<file path="src/rtl/seq_det_ctrl.sv">
// Frame sequencer and round-robin arbiter for the serial sequence detector.
// Grants one of two requesters, shifts its frame LSB-first onto w, drains, then reports the z-hit count.
module seq_det_ctrl #(
    parameter int FRAME_W   = 8,
    parameter int DRAIN_CYC = 2,
    parameter int CNT_W     = 4
) (
    input  logic               clk,
    input  logic               rst_n,
    input  logic               req0,
    input  logic               req1,
    input  logic [FRAME_W-1:0] data0,
    input  logic [FRAME_W-1:0] data1,
    output logic               gnt0,
    output logic               gnt1,
    output logic               w,
    input  logic               z,
    output logic               busy,
    output logic               done,
    output logic               done_id,
    output logic [CNT_W-1:0]   hits
);

    localparam int CW = $clog2(FRAME_W + DRAIN_CYC + 1);

    typedef enum logic [1:0] {
        ST_IDLE   = 2'd0,
        ST_SHIFT  = 2'd1,
        ST_DRAIN  = 2'd2,
        ST_REPORT = 2'd3
    } state_t;

    state_t             state_q, state_d;
    logic [FRAME_W-1:0] sh_q, sh_d;
    logic [CW-1:0]      cnt_q, cnt_d;
    logic               id_q, id_d;
    logic               last_id_q, last_id_d;
    logic               w_q, w_d;
    logic               gnt0_q, gnt0_d;
    logic               gnt1_q, gnt1_d;
    logic               busy_q, busy_d;
    logic               done_q, done_d;
    logic               done_id_q, done_id_d;
    logic [CNT_W-1:0]   hits_q, hits_d;
    logic               pick1_s;

    // Saturating increment: the count sticks at all-ones instead of wrapping.
    function automatic logic [CNT_W-1:0] sat_inc(input logic [CNT_W-1:0] val, input logic en);
        logic [CNT_W-1:0] res;
        if (en && (val != {CNT_W{1'b1}})) begin
            res = val + {{(CNT_W-1){1'b0}}, 1'b1};
        end else begin
            res = val;
        end
        return res;
    endfunction

    // State and output registers.
    always_ff @(posedge clk or negedge rst_n) begin
        if (!rst_n) begin
            state_q   <= ST_IDLE;
            sh_q      <= {FRAME_W{1'b0}};
            cnt_q     <= {CW{1'b0}};
            id_q      <= 1'b0;
            last_id_q <= 1'b1;
            w_q       <= 1'b1;
            gnt0_q    <= 1'b0;
            gnt1_q    <= 1'b0;
            busy_q    <= 1'b0;
            done_q    <= 1'b0;
            done_id_q <= 1'b0;
            hits_q    <= {CNT_W{1'b0}};
        end else begin
            state_q   <= state_d;
            sh_q      <= sh_d;
            cnt_q     <= cnt_d;
            id_q      <= id_d;
            last_id_q <= last_id_d;
            w_q       <= w_d;
            gnt0_q    <= gnt0_d;
            gnt1_q    <= gnt1_d;
            busy_q    <= busy_d;
            done_q    <= done_d;
            done_id_q <= done_id_d;
            hits_q    <= hits_d;
        end
    end

    // Next-state, arbitration, shift and hit-count logic.
    always_comb begin
        state_d   = state_q;
        sh_d      = sh_q;
        cnt_d     = cnt_q;
        id_d      = id_q;
        last_id_d = last_id_q;
        w_d       = 1'b1;
        gnt0_d    = 1'b0;
        gnt1_d    = 1'b0;
        done_d    = 1'b0;
        done_id_d = done_id_q;

        // On a tie the requester not served last wins.
        if (req0 && req1) begin
            pick1_s = ~last_id_q;
        end else begin
            pick1_s = req1;
        end

        if ((state_q == ST_SHIFT) || (state_q == ST_DRAIN)) begin
            hits_d = sat_inc(hits_q, z);
        end else begin
            hits_d = hits_q;
        end

        case (state_q)
            ST_IDLE: begin
                if (req0 || req1) begin
                    state_d   = ST_SHIFT;
                    id_d      = pick1_s;
                    last_id_d = pick1_s;
                    gnt0_d    = ~pick1_s;
                    gnt1_d    = pick1_s;
                    cnt_d     = {CW{1'b0}};
                    hits_d    = {CNT_W{1'b0}};
                    if (pick1_s) begin
                        w_d  = data1[0];
                        sh_d = {1'b0, data1[FRAME_W-1:1]};
                    end else begin
                        w_d  = data0[0];
                        sh_d = {1'b0, data0[FRAME_W-1:1]};
                    end
                end else begin
                    state_d = ST_IDLE;
                end
            end
            ST_SHIFT: begin
                if (cnt_q == CW'(FRAME_W - 1)) begin
                    state_d = ST_DRAIN;
                    cnt_d   = {CW{1'b0}};
                    w_d     = 1'b1;
                end else begin
                    cnt_d = cnt_q + {{(CW-1){1'b0}}, 1'b1};
                    w_d   = sh_q[0];
                    sh_d  = {1'b0, sh_q[FRAME_W-1:1]};
                end
            end
            ST_DRAIN: begin
                if (cnt_q == CW'(DRAIN_CYC - 1)) begin
                    state_d   = ST_REPORT;
                    cnt_d     = {CW{1'b0}};
                    done_d    = 1'b1;
                    done_id_d = id_q;
                end else begin
                    cnt_d = cnt_q + {{(CW-1){1'b0}}, 1'b1};
                end
            end
            ST_REPORT: begin
                state_d = ST_IDLE;
            end
            default: begin
                state_d = ST_IDLE;
            end
        endcase

        busy_d = (state_d != ST_IDLE);
    end

    assign gnt0    = gnt0_q;
    assign gnt1    = gnt1_q;
    assign w       = w_q;
    assign busy    = busy_q;
    assign done    = done_q;
    assign done_id = done_id_q;
    assign hits    = hits_q;

endmodule

</file>
<file path="config.mk">
export PLATFORM = sky130hd
export DESIGN_NAME = seq_det_ctrl
export DESIGN_NICKNAME = d
export VERILOG_FILES = /design/src/rtl/seq_det_ctrl.sv
export SDC_FILE = /design/constraint.sdc
export NUM_CORES = 1
export LEC_CHECK = 0
export ABC_AREA = 1
export ABC_CLOCK_PERIOD_IN_PS = 1300
export BUFFER_PORTS_ARGS = -buffer_cell sky130_fd_sc_hd__buf_4
export CORE_MARGIN = 4
export CORE_UTILIZATION = 45
export DETAILED_ROUTE_END_ITERATION = 8
export PLACE_DENSITY = 0.78
export SYNTH_ARGS = -nofsm -noshare
export SYNTH_HDL_FRONTEND = slang
export SYNTH_SLANG_ARGS = --single-unit
</file>
<file path="constraint.sdc">
create_clock -name clk -period 1.3 [get_ports clk]
set_input_delay 0.26 -clock clk [delete_from_list [all_inputs] [get_ports clk]]
set_output_delay 0.26 -clock clk [all_outputs]
set_load 0.02 [all_outputs]
</file>
; ---- Yosys cells after proc, flatten, opt, wreduce, memory -nomap -nowiden
; Index checks and enable logic that the tools add are counted.
[op_classes]
n_addsub = 2
eq_ne = 8
n_mux = 27
bitwise_logic = 2
n_reduce_logical = 12
[ops]
columns = operator, count
row1 = two-way mux 4 bit, 7
row2 = two-way mux 8 bit, 2
row3 = case mux 8 bit (2 select lines), 1
row4 = case mux 4 bit (3 select lines), 1
row5 = two-way mux 1 bit, 11
row6 = adder 4 x 1 -> 4 bit (second input constant), 2
row7 = case mux 2 bit (4 select lines), 1
row8 = two-way mux 7 bit, 1
row9 = AND reduction 2 bit, 3
row10 = equality test 2 bit (second input constant), 2
row11 = equality test 4 x 1 -> 1 bit (second input constant), 1
row12 = equality test 4 x 3 -> 1 bit (second input constant), 1
row13 = two-way mux 2 bit, 2
row14 = inequality test 2 bit (second input constant), 2
row15 = inequality test 4 bit (second input constant), 1
row16 = nonzero test 2 bit, 2
row17 = AND reduction 3 bit, 1
row18 = nonzero test 3 bit, 1
row19 = equality test 2 x 1 -> 1 bit (second input constant), 1
row20 = logical AND 1 bit, 2
row21 = logical NOT 2 bit, 1
row22 = logical OR 1 bit, 2
row23 = NOT 1 bit, 2
row24 = case mux 1 bit (2 select lines), 1
[totals]
register_bits = 26
input_bits = 21
out_inout_bits = 10
word_cells = 63

; ---- Depth between registers and ports, before layout
[depth]
word_depth = 6
ltp_mapped = 10
depth_no_buf = 10

; ---- Worst setup path before layout
; OpenSTA, ideal clock, no wires.
[synth_path]
path_kind = register -> register
from = register state_q[0]
to = register hits_q[1] (netlist: hits[1])
setup_time_ps = 120
t_arrival_ps = 1187
required_time_ps = 1180
path_slack_ps = -7
stages_incl_launch_ff = 8
n_path_buf = 0
synth_period_minus_slack_ps = 1307
cell_sequence = dfrtp_1 inv_1 ha_1 inv_2 nor2_2 inv_2 o21ai_0 nor2_1
[synth_between]
elab_chain_cells = 5
elab_cells_between_ends = 7
classes_between = eq/ne (2) / mux (3) / reduce/logical (2)
[synth_lines]
columns = element, line
row1 = from (decl), 33  ; state_t state_q, state_d;
row2 = from (signal assigned), 74  ; state_q <= state_d;
row3 = equality test 2 x 1 -> 1 bit / equality test 2 bit (equally long branches), 109  ; if ((state_q == ST_SHIFT) || (state_q == ST_DRAIN)) begin
row4 = logical OR 1 bit, 109
row5 = two-way mux 4 bit, 109
row6 = two-way mux 4 bit, 117  ; if (req0 || req1) begin
row7 = two-way mux 4 bit *, 115  ; case (state_q)
row8 = via hits_d[1], 44  ; logic [CNT_W-1:0] hits_q, hits_d;
row9 = to (signal assigned), 72  ; hits_q <= {CNT_W{1'b0}};
row10 = to (signal assigned), 85  ; hits_q <= hits_d;
row11 = to (decl), 44
; Mark *: on every way through the listed nets, which the timed path passes. The rest lies on a longest branch.
; A chain may end at the register's enable or synchronous reset.

; ---- Final worst setup path
[layout_path]
from = register state_q[0]
to = register sh_q[0]
[layout_between]
elab_chain_cells = 3
elab_cells_between_ends = 7
classes_between = eq/ne (3) / mux (1) / reduce/logical (3)
[layout_lines]
columns = element, line
row1 = equality test 2 x 1 -> 1 bit / logical NOT 2 bit (equally long branches), 115
row2 = inequality test 2 bit (no source line) / nonzero test 2 bit (equally long branches), --
row3 = AND reduction 3 bit (no source line), --
row4 = to (signal assigned), 62  ; sh_q <= {FRAME_W{1'b0}};
row5 = to (decl), 34  ; logic [FRAME_W-1:0] sh_q, sh_d;
; Several ways; a longest one is shown, not always the timed one.

==> run_results.csv <==
group,metric,value,unit
yosys,synth-adder-area-share,0.0656,
timing,fmax,0.716,GHz
yosys,muxShareOfSynthArea,0,
cts,cts_sinks,25,
global_routing,grt_max_degree,26,
layout,nFillCells,272,
critical_path,r2r_setup_slack,-0.1,ns
power,irDropWorstVdd,1.10,mV
routing,drt_iter0_markers,69,
timing,rsz0062_at_grt,"yes",
placement,place_congestion,0.814,
global_routing,grt_use_met2,0.279,
power,powerDensity,1850,nW/um^2
critical_path,critPathCaptureType,"flip-flop",
power,power_leakage,0.00114,uW
routing,drc,0,
floorplanning,placeableCoreArea,3150,sq um
global_routing,grt_antenna_before_repair,0,
yosys,ys_top_cells_by_area,"dfrtp_1 (38%), nand2_1 (18%), ha_1 (6.6%), inv_1 (6.4%), nand3_1 (5.9%)",
yosys,postSynthCellCount,201,
global_routing,grt_pass1_wl,5.39,mm
global_routing,use_met3,0.0374,
yosys,syn_area,1530,sq um
placement,placed_area,1880,sq um
yosys,synth_top_family_by_area,"simple AND/OR/NAND/NOR gates",
yosys,synthXorXnorAreaFrac,0.00574,
layout,areaGrowthSynthToFinish,37.3,%
timing,slew_viol_final,0,
yosys,synth.avg_cell_area,7.59,sq um
global_routing,grt-ovfl-total,0,
run_status,status,"finished with violations",
critical_path,crit_chain,"buf_6 -> ha_4 -> nand4_1 -> nand3b_4 -> inv_6 -> nand2_2 -> nand2_1",
cts,cts_buffers,3,
layout,layout_common_cells,"nand2_1 (58), buf_4 (47), dfrtp_1 (23)",
power,power,3870,uW
timing,holdWs,0.175,ns
floorplanning,die_y,66.2,um
timing,hold_violations,0,
layout,utilization,0.665,
critical_path,slowest_stage,"dfrtp_1",
critical_path,path_max_fanout,8,
cts,clock_latency,0.34,ns
critical_path,arrival,1.63,ns
layout,finalInstanceArea,2100,sq um
layout,drive_gt1_frac,0.413,
routing,ant_nets,0,
global_routing,track_usage,0.154,
timing,skew,0.0132,ns
yosys,synth-simple-area-share,0.393,
routing,wl_per_cell,11.5,um
critical_path,path_class,"flip-flop to flip-flop",
yosys,synth_cell_types,24,
cts,clock_tree.root_cell,"clkbuf_4",
timing,period_share,1.07,
yosys,synth_area_leader_cell,"dfrtp_1",
layout,nNetsFinal,282,
timing,max_slew_margin,0.794,
cts,clockBufferDepth,2,
critical_path,cp_top_family,"simple AND/OR/NAND/NOR gates",
placement,dp_hpwl,2.42,mm
yosys,yosys_warnings,0,
cts,cts.reportedPaths.clkPinSlew,0.16,ns
routing,dr_total_vias,1440,
yosys,ys_seq_elements,25,
timing,setup_viol,12,
layout,seq_area,628,sq um
layout,final_common_cell,"nand2_1",
floorplanning,die_w,66.2,um
timing,finalCriticalPeriod,1.40,ns
routing,drt_wl_total,3.42,mm
cts,htree_num_levels,1,
worst_hold_path,hold_class,"input pin to flip-flop",
placement,portBuffers,30,
global_routing,grt_util_met1,0.187,
cts,cts_tree,"done",
critical_path,crit_path_start_kind,"flip-flop",
routing,dr.pass1.iters,4,
floorplanning,start_util,0.484,
global_routing,grt_pass1_vias,1277,
yosys,synth_top_cell_area_share,0.377,
critical_path,crit_required,1.54,ns
yosys,syn-num-nets,230,
floorplanning,num_io_pins,31,
global_routing,busiest_layer,"met2",
floorplanning,die-area,4390,sq um
yosys,synth-compound-area-share,0.0246,
critical_path,cp_num_buf_inv,2,
run_status,violations,"negative setup slack",
flow_run,drv_cap,0,
yosys,yosysSeqAreaShare,0.411,
layout,diodes,0,
critical_path,crit_path_max_incr_delay,0.44,ns
routing,via_per_inst,4.86,
floorplanning,rows,20,
timing,worst_slack,-0.0967,ns
layout,multi_input_area,876,sq um
timing,tightest_slew,0.310,ns
routing by layer:
metal	vias up	part of all wire
li1	721	-
met1	678	0.43
met2	39	0.52
met3	2	0.053
met4	0	0.0023
met5	-	0
cells by family after synthesis:
group | Yosys count
and+or+nand+nor | 127
buffers and inverters | 33
DFF | 25
adders and majority gates | 8
AOI/OAI and AO/OA | 7
xor gates and xnor gates | 1
Yosys cell counts (all sizes together):
library cell  instances
a21oi                 4
ha                    8
nand2                83
nor2                 15
buf                   3
o211ai                1
dfrtp                23
xor2                  1
nand3                18
o21ai                 2
nand3b                9
nand4                 2
inv                  30
dfstp                 2
repair_timing:
action	CTS	global route
endpoints found under the hold margin	23	0
setup buffers	2	2
hold buffers	1	0
pin swaps	6	9
endpoints found under the setup margin	18	21
resized for setup	10	34
final cells by class:
class                   count  share of cell area
flip-flops and latches     25               0.300
inverters                  30              0.0573
well taps                  44              0.0263
clock buffers               3              0.0107
clock inverters             1             0.00418
multi-input cells         143               0.418
repair buffers             50               0.184
state kept, by name (all words and copies together) (netlist names), 2 cells and up:
name,cells
hits,4
cnt_q,4
state_q,2
sh_q,7
worst register-to-register path: stages (launching register included):
cell and delay [ns]:
dfrtp_1 0.44, buf_6 0.12, ha_4 0.15, nand4_1 0.20
nand3b_4 0.22, inv_6 0.07, nand2_2 0.05, nand2_1 0.04
worst paths after layout:
path	startpoint	endpoint	cells after the start
max	state_q[0]$_DFF_PN0_	sh_q[0]$_DFFE_PN0P_	7
min	data1[7]	sh_q[6]$_DFFE_PN0P_	3
max reg2reg	state_q[0]$_DFF_PN0_	sh_q[0]$_DFFE_PN0P_	7
min reg2reg	last_id_q$_DFFE_PN1P_	last_id_q$_DFFE_PN1P_	2
max in group asynchronous	rst_n	w$_DFF_PN1_	2
min in group asynchronous	rst_n	hits[1]$_DFF_PN0_	2
through the flow:
step           setup slack [ns]  std cells  setup TNS, ns
2_1_floorplan          -0.00671        201       -0.00671
3_3_place_gp            -0.0370        287         -0.249
3_5_place_dp            -0.0825        287         -0.609
4_1_cts                 -0.0416        294         -0.262
5_1_grt                  -0.155        296          -1.56
6_report                -0.0967        296         -0.717
power by group:
group	internal, uW	total, uW	switching, uW
registers	1060	1230	164
clock network	126	390	264
logic	1030	2250	1220
total	2220	3870	1650
No activity file was read; power rests on OpenSTA's default activity.
